===== src/rtl/fifo_uart_tx.sv =====
// -----------------------------------------------------------------------------
// fifo_uart_tx
//
// Pops words from a byte FIFO and serializes each one as an asynchronous UART
// frame: start bit (0), DATA_WIDTH data bits LSB first, an optional even parity
// bit, then STOP_BITS stop bits (1). The line idles high.
//
// FIFO handshake: in IDLE, a new word is requested only when enable=1 and
// fifo_empty=0 on the same rising edge. fifo_re is then high for exactly one
// cycle (the REQ state). The FIFO registers its output, so fifo_data is valid
// during the following cycle (FETCH) and is captured at the end of it.
// fifo_data is ignored in every other state, and fifo_empty outside IDLE.
//
// Ports:
//   clk        system clock, rising edge
//   rst        asynchronous active-high reset
//   enable     allows new frames to start (sampled only in IDLE)
//   fifo_empty FIFO empty flag
//   fifo_data  FIFO registered read data
//   fifo_re    FIFO read strobe (registered, one cycle per word)
//   tx         serial line (registered, idle high)
//   busy       high whenever the FSM is not in IDLE
//   state_dbg  current FSM state (IDLE=0, REQ=1, FETCH=2, START=3, DATA=4,
//              PARITY=5, STOP=6)
// -----------------------------------------------------------------------------
module fifo_uart_tx #(
    parameter int DATA_WIDTH   = 8,
    parameter int CLKS_PER_BIT = 16,
    parameter int PARITY_EN    = 0,
    parameter int STOP_BITS    = 1
) (
    input  logic                  clk,
    input  logic                  rst,
    input  logic                  enable,
    input  logic                  fifo_empty,
    input  logic [DATA_WIDTH-1:0] fifo_data,
    output logic                  fifo_re,
    output logic                  tx,
    output logic                  busy,
    output logic [2:0]            state_dbg
);

    localparam int BAUD_W = (CLKS_PER_BIT > 1) ? $clog2(CLKS_PER_BIT) : 1;
    localparam int BIT_W  = $clog2(DATA_WIDTH) + 1;

    localparam logic [BAUD_W-1:0] BAUD_LAST = BAUD_W'(CLKS_PER_BIT - 1);
    localparam logic [BIT_W-1:0]  DATA_LAST = BIT_W'(DATA_WIDTH - 1);
    localparam logic [BIT_W-1:0]  STOP_LAST = BIT_W'(STOP_BITS - 1);

    typedef enum logic [2:0] {
        S_IDLE   = 3'd0,
        S_REQ    = 3'd1,
        S_FETCH  = 3'd2,
        S_START  = 3'd3,
        S_DATA   = 3'd4,
        S_PARITY = 3'd5,
        S_STOP   = 3'd6
    } state_t;

    state_t                state_q,   state_d;
    logic [BAUD_W-1:0]     baud_q,    baud_d;
    logic [BIT_W-1:0]      bit_q,     bit_d;
    logic [DATA_WIDTH-1:0] shift_q,   shift_d;
    logic                  parity_q,  parity_d;
    logic                  fifo_re_q, fifo_re_d;
    logic                  tx_q,      tx_d;
    logic                  baud_done;
    logic                  timed;

    always_comb begin
        state_d   = state_q;
        bit_d     = bit_q;
        shift_d   = shift_q;
        parity_d  = parity_q;
        fifo_re_d = 1'b0;
        tx_d      = 1'b1;
        baud_done = (baud_q == BAUD_LAST);
        timed     = 1'b0;
        baud_d    = '0;

        case (state_q)
            S_IDLE: begin
                if (enable && !fifo_empty) begin
                    state_d   = S_REQ;
                    // Registered strobe: high during the REQ cycle only.
                    fifo_re_d = 1'b1;
                end
            end
            S_REQ: begin
                state_d = S_FETCH;
            end
            S_FETCH: begin
                shift_d  = fifo_data;
                parity_d = (PARITY_EN != 0) ? ^fifo_data : 1'b0;
                state_d  = S_START;
            end
            S_START: begin
                timed = 1'b1;
                tx_d  = 1'b0;
                if (baud_done) begin
                    state_d = S_DATA;
                    bit_d   = '0;
                end
            end
            S_DATA: begin
                timed = 1'b1;
                tx_d  = shift_q[0];
                if (baud_done) begin
                    shift_d = shift_q >> 1;
                    if (bit_q == DATA_LAST) begin
                        // bit_q is reused to count stop bits.
                        bit_d   = '0;
                        state_d = (PARITY_EN != 0) ? S_PARITY : S_STOP;
                    end else begin
                        bit_d = bit_q + BIT_W'(1);
                    end
                end
            end
            S_PARITY: begin
                timed = 1'b1;
                tx_d  = parity_q;
                if (baud_done) begin
                    state_d = S_STOP;
                end
            end
            S_STOP: begin
                timed = 1'b1;
                tx_d  = 1'b1;
                if (baud_done) begin
                    if (bit_q == STOP_LAST) begin
                        bit_d   = '0;
                        state_d = S_IDLE;
                    end else begin
                        bit_d = bit_q + BIT_W'(1);
                    end
                end
            end
            default: begin
                state_d = S_IDLE;
            end
        endcase

        // Baud counter restarts on every state change and on every bit wrap.
        if (timed && (state_d == state_q) && !baud_done) begin
            baud_d = baud_q + BAUD_W'(1);
        end
    end

    always_ff @(posedge clk or posedge rst) begin
        if (rst) begin
            state_q   <= S_IDLE;
            baud_q    <= '0;
            bit_q     <= '0;
            shift_q   <= '0;
            parity_q  <= 1'b0;
            fifo_re_q <= 1'b0;
            tx_q      <= 1'b1;
        end else begin
            state_q   <= state_d;
            baud_q    <= baud_d;
            bit_q     <= bit_d;
            shift_q   <= shift_d;
            parity_q  <= parity_d;
            fifo_re_q <= fifo_re_d;
            tx_q      <= tx_d;
        end
    end

    assign fifo_re   = fifo_re_q;
    assign tx        = tx_q;
    assign busy      = (state_q != S_IDLE);
    assign state_dbg = state_q;

endmodule


===== config.mk =====
export PLATFORM = sky130hd
export DESIGN_NAME = fifo_uart_tx
export DESIGN_NICKNAME = d
export VERILOG_FILES = /design/src/rtl/fifo_uart_tx.sv
export SDC_FILE = /design/constraint.sdc
export NUM_CORES = 1
export LEC_CHECK = 0
export CAP_MARGIN = 20
export CELL_PAD_IN_SITES_DETAIL_PLACEMENT = 2
export CELL_PAD_IN_SITES_GLOBAL_PLACEMENT = 2
export CORE_MARGIN = 2
export CORE_UTILIZATION = 37
export CTS_BUF_LIST = sky130_fd_sc_hd__clkbuf_8
export DETAILED_ROUTE_END_ITERATION = 12
export HOLD_SLACK_MARGIN = 0.05
export PLACE_DENSITY = 0.95
export SETUP_SLACK_MARGIN = 0.4
export SYNTH_ARGS = -nofsm -noshare
export SYNTH_HDL_FRONTEND = slang
export SYNTH_SLANG_ARGS = --single-unit

===== constraint.sdc =====
create_clock -name clk -period 3.75 [get_ports clk]
set_input_delay 0.5625 -clock clk [delete_from_list [all_inputs] [get_ports clk]]
set_output_delay 0.5625 -clock clk [all_outputs]
set_load 0.005 [all_outputs]

Word level (Yosys, flattened, before mapping) --
Index checks and enable logic that the tools add are counted. W data, S select, Z words.
Operators by class: add/subtract/negate cells 2, equality and inequality tests 12, mux-type cells 21, reduce and logical (&&, ||, !) cells 14
Operators by type and width (number):
- $mux W4 | 6
- $mux W3 | 7
- $pmux W3 S7 | 1
- $pmux W8 S2 | 1
- $pmux W4 S3 | 1
- $eq A3 B3 Y1 const B | 3
- $add A4 B1 Y4 const B | 2
- $mux W8 | 1
- $eq A3 B2 Y1 const B | 2
- $ne A2 B2 Y1 const B | 3
- $reduce_bool A3 Y1 | 2
- $eq A4 B3 Y1 const B | 1
- $eq A4 B4 Y1 const B | 1
- $logic_not A4 Y1 | 1
- $reduce_and A4 Y1 | 1
- $reduce_or A4 Y1 | 1
- $eq A3 B1 Y1 const B | 1
- $eq A3 B3 Y1 | 1
- $logic_and A1 B1 Y1 | 3
- $logic_not A3 Y1 | 1
- $mux W1 | 3
- $logic_not A1 Y1 | 2
- $pmux W1 S2 | 1
- $reduce_and A2 Y1 | 1
- other kinds (2) | 2
Word-level totals: bits in registers 21, input bits 12, output and inout bits 6, logic and storage cells 55

Logic depth before layout (Yosys ltp) --
depth after elaboration 8, mapped depth 6, gate-level depth less buffers 6

Worst setup path after synthesis --
No wires, ideal clock.
kind reg2out, start point reg state_q[0] (netlist: state_dbg[0]), end point out busy, arrival time 1.012 ns, data required time 3.188 ns, setup slack 2.175 ns, cell stages (with the launch flop) 3, path buffers 1, cell sequence dfrtp_1 > clkbuf_1 > or3_1
On the way: cells in the longest elaborated chain, start to end 1
RTL lines:
- from (decl) | line 60 | state_t state_q, state_d;
- from (signal assigned) | line 159 | state_q <= state_d;
- $reduce_bool A3 Y1 | line 171 | assign busy = (state_q != S_IDLE);
- to (decl) | line 39 | output logic busy,
Every way passes these cells.

Worst setup path after layout --
Same ends and word-level chain as after synthesis.

==> run_results.csv <==
group,metric,value,unit
status,status,"complete, no violations",
setup_path,arrival,1.76,ns
global_route,track_usage,20.56,%
global_route,grt_max_degree,22,
synthesis,ys.flop_type,"dfrtp_1",
global_route,grt_overflow_total,0,
die,io_pins,18,
setup_path,critPathMaxFanout,17,
synthesis,async_flop_share,100.0,%
clocking,cts.sinks,21,
setup_path,startpoint_type,"flip-flop",
global_route,grt_pass1_wl,5.257,mm
die,rows,19,
setup_path,rr_worst_depth,5,
power_and_ir_drop,p_per_area,302.3,mW/mm^2
clocking,clk_path_buf_depth,2,
die,initial_core_util,39.83,%
synthesis,ys_top_cells_by_count,"dfrtp_1 (20), nand2_1 (15), o21ai_1 (10), mux2i_1 (7), a21oi_1 (6)",
setup_path,cpMaxStageDelayCell,"dfrtp_1",
routing,drt-initial-drc-count,16,
global_route,first_global_vias,1059,
cells_and_area,area_growth,20.16,%
routing,num_vias,923,
die,dieArea,0.003475,sq mm
flow_run,drv_cap,0,
clocking,cts_hold_buf,0,
setup_path,worstPathRequired,3.19,ns
global_route,antenna_found_initial,0,
synthesis,synth.largest_area_cell,"dfrtp_1",
setup_path,cp_num_buf_inv,1,
setup_path,crit_start,"state_dbg[0]$_DFF_PP0_",
synthesis,syn_nets,129,
global_route,met3_usage,3.077,%
clocking,cts_htree_levels,1,
power_and_ir_drop,power_frac_seq,57.4,%
power_and_ir_drop,combPwrFrac,5.4,%
global_route,top_usage_layer,"met2",
clocking,post_cts_buffers,0,
synthesis,yosysWarnings,0,
setup_path,crit_chain,"or3_1 > clkdlybuf4s50_1",
power_and_ir_drop,irDropWorstVdd,153.7,uV
setup_path,cp_top_family,"flip-flops",
global_route,met2_usage,33.97,%
routing,vias_per_cell,5.698,
synthesis,synth_edf_count,0,
setup_path,r2r_setup_slack,2.10,ns
power_and_ir_drop,p_int,317.0,uW
sta,final-setup-viol-count,0,
sta,skew,0.003076,ns
setup_path,end_kind,"output port",
power_and_ir_drop,leakage,0.6267,nW
setup_path,r2r_start,"state_dbg[0]$_DFF_PP0_",
sta,worst_pin_slew,0.8202,ns
die,core_area,0.002805,sq mm
synthesis,synth.distinct_cells,33,
placement,port_buffers,17,
cells_and_area,drive_gt1_share,5.344,%
placement,dp_hpwl,2.034,mm
synthesis,yosysMostFrequentCell,"dfrtp_1",
clocking,cts-root-buf,"clkbuf_8",
power_and_ir_drop,swShare,21.89,%
cells_and_area,antenna_cells,0,
sta,period_needed,2.326,ns
setup_path,crit_type,"flip-flop to output port",
clocking,post_cts_resize_count,0,
routing,wl_per_cell,18.88,microns
cells_and_area,final_util,47.86,%
sta,hold_viol,0,
synthesis,synth.area.top_cells,"dfrtp_1 (45%), mux2i_1 (6.3%), nand2_1 (5.0%)",
routing,drcViolationCount,0,
synthesis,synth.top_cell.area_share,44.79,%
setup_path,r2r_end,"shift_q[4]$_DFFE_PP0P_",
sta,tns,0,ns
setup_path,crit_path_end,"busy",
routing,ant_nets,0,
sta,max-slew-margin-rel,45.26,%
die,die_h,58.95,microns
clocking,cts_tree,"yes",
synthesis,synth.cell_area,0.001117,sq mm
sta,period_share,62.02,%
routing,drt-pass1-iter-count,4,
sta,max_freq,0.4300,GHz
synthesis,syn_avg_cell_area,9.801,sq um
synthesis,synth_seq_cells,21,
sta,rsz0062_at_grt,"false",
setup_path,path_depth,2,
clocking,clk_latency,0.27,ns
synthesis,syn-instance-count,114,
routing,wl,3.059,mm
clocking,clk_pin_slew,0.08,ns
clocking,numCtsBuffers,3,
power_and_ir_drop,power.switching,88.82,uW
die,dieWidth,58.95,microns
hold_path,hold_path_class,"flip-flop to flip-flop",
placement,gp_congestion,0.7646,
global_route,met1_usage,26.46,%
synthesis,seq_area_frac_synth,47.14,%
power_and_ir_drop,pwr-share-clk,37.3,%
setup_path,max_stage_delay,0.59,ns
cells_and_area,final_nets,147,
sta,drv_slew,0,
-- kinds of logic (layout without fill, tap and decap cells) --
group,after synthesis,count (layout),synth area share (%)
and+or+nand+nor,43,43,19.82
AOI/OAI and AO/OA,28,28,16.46
DFF,21,21,47.14
buffers and inverters,9,26,4.590
muxes,7,7,6.271
adders and majority gates,3,3,3.360
xor gates and xnor gates,3,3,2.352
-- worst register-to-register path: stages, from the launching register on --
cell	delay [ns]
dfrtp_1	0.71
nor3b_1	0.11
buf_4	0.22
a2bb2oi_4	0.34
nand2_1	0.10
o21ai_1	0.10
-- layer usage --
layer | wire length (microns) | vias up
li1 | - | 433
met1 | 1391 | 464
met2 | 1519 | 19
met3 | 82 | 7
met4 | 65 | 0
met5 | 0 | -
-- cells in the final DEF, fill, tap and decap left out, drive strengths merged, types with 3 or more instances in the layout --
| cell | Yosys | layout |
|---|---|---|
| clkdlybuf4s50 | 0 | 17 |
| dfrtp | 20 | 20 |
| nor2b | 3 | 3 |
| a21oi | 6 | 6 |
| and3 | 3 | 3 |
| ha | 3 | 3 |
| inv | 4 | 5 |
| o31ai | 3 | 3 |
| mux2i | 7 | 7 |
| nand2b | 4 | 4 |
| nor2 | 5 | 5 |
| nand3 | 4 | 4 |
| o21ai | 12 | 12 |
| nand2 | 15 | 15 |
| clkbuf | 1 | 3 |
-- per-stage QoR --
stage                     worst slack (ns)  cells  area, sq um  hold slack (ns)  power (mW)
final                                1.424    162         1343           0.4776      0.4058
after floorplan                      2.175    114         1117           0.4316      0.2437
after global placement               1.788    158         1297           0.4535      0.2580
after global routing                 1.350    162         1343           0.5152      0.4273
after detailed placement             1.741    158         1297           0.4809      0.2593
after CTS                            1.413    162         1343           0.4919      0.4130
-- sequential cells by signal, indices dropped and copies added (netlist names) --
register	cells
shift_q	8
baud_q	4
bit_q	4
state_dbg	3
fifo_re	1
tx	1
-- final cells by class --
cell class,instances,area [sq um]
tap,31,38.79
fill,304,1463
clock buffer,3,41.29
sequential,21,526.8
inverter,4,15.01
timing repair buffer,18,177.7
clock inverter,1,3.754
multi-input combinational,84,539.3
-- power groups by stage --
stage / sequential [mW] / clock (mW) / combinational, mW
after floorplan: 0.236 / 0 / 0.00733
after global placement: 0.237 / 0 / 0.0214
after detailed placement: 0.237 / 0 / 0.0222
after CTS: 0.233 / 0.158 / 0.0227
after global routing: 0.233 / 0.170 / 0.0242
final: 0.233 / 0.151 / 0.0218
-- how the worst min path moves through the flow --
stage | startpoint | endpoint | slack, ns | cells past startpoint
2_1_floorplan | baud_q[0]$_DFF_PP0_ | baud_q[0]$_DFF_PP0_ | 0.43 | 1
3_3_place_gp | baud_q[0]$_DFF_PP0_ | baud_q[0]$_DFF_PP0_ | 0.45 | 1
3_5_place_dp | baud_q[0]$_DFF_PP0_ | baud_q[0]$_DFF_PP0_ | 0.48 | 1
4_1_cts | baud_q[0]$_DFF_PP0_ | baud_q[0]$_DFF_PP0_ | 0.49 | 1
5_1_grt | baud_q[0]$_DFF_PP0_ | baud_q[0]$_DFF_PP0_ | 0.52 | 1
6_report | baud_q[0]$_DFF_PP0_ | baud_q[0]$_DFF_PP0_ | 0.48 | 1
(Power assumes the default switching activity.)
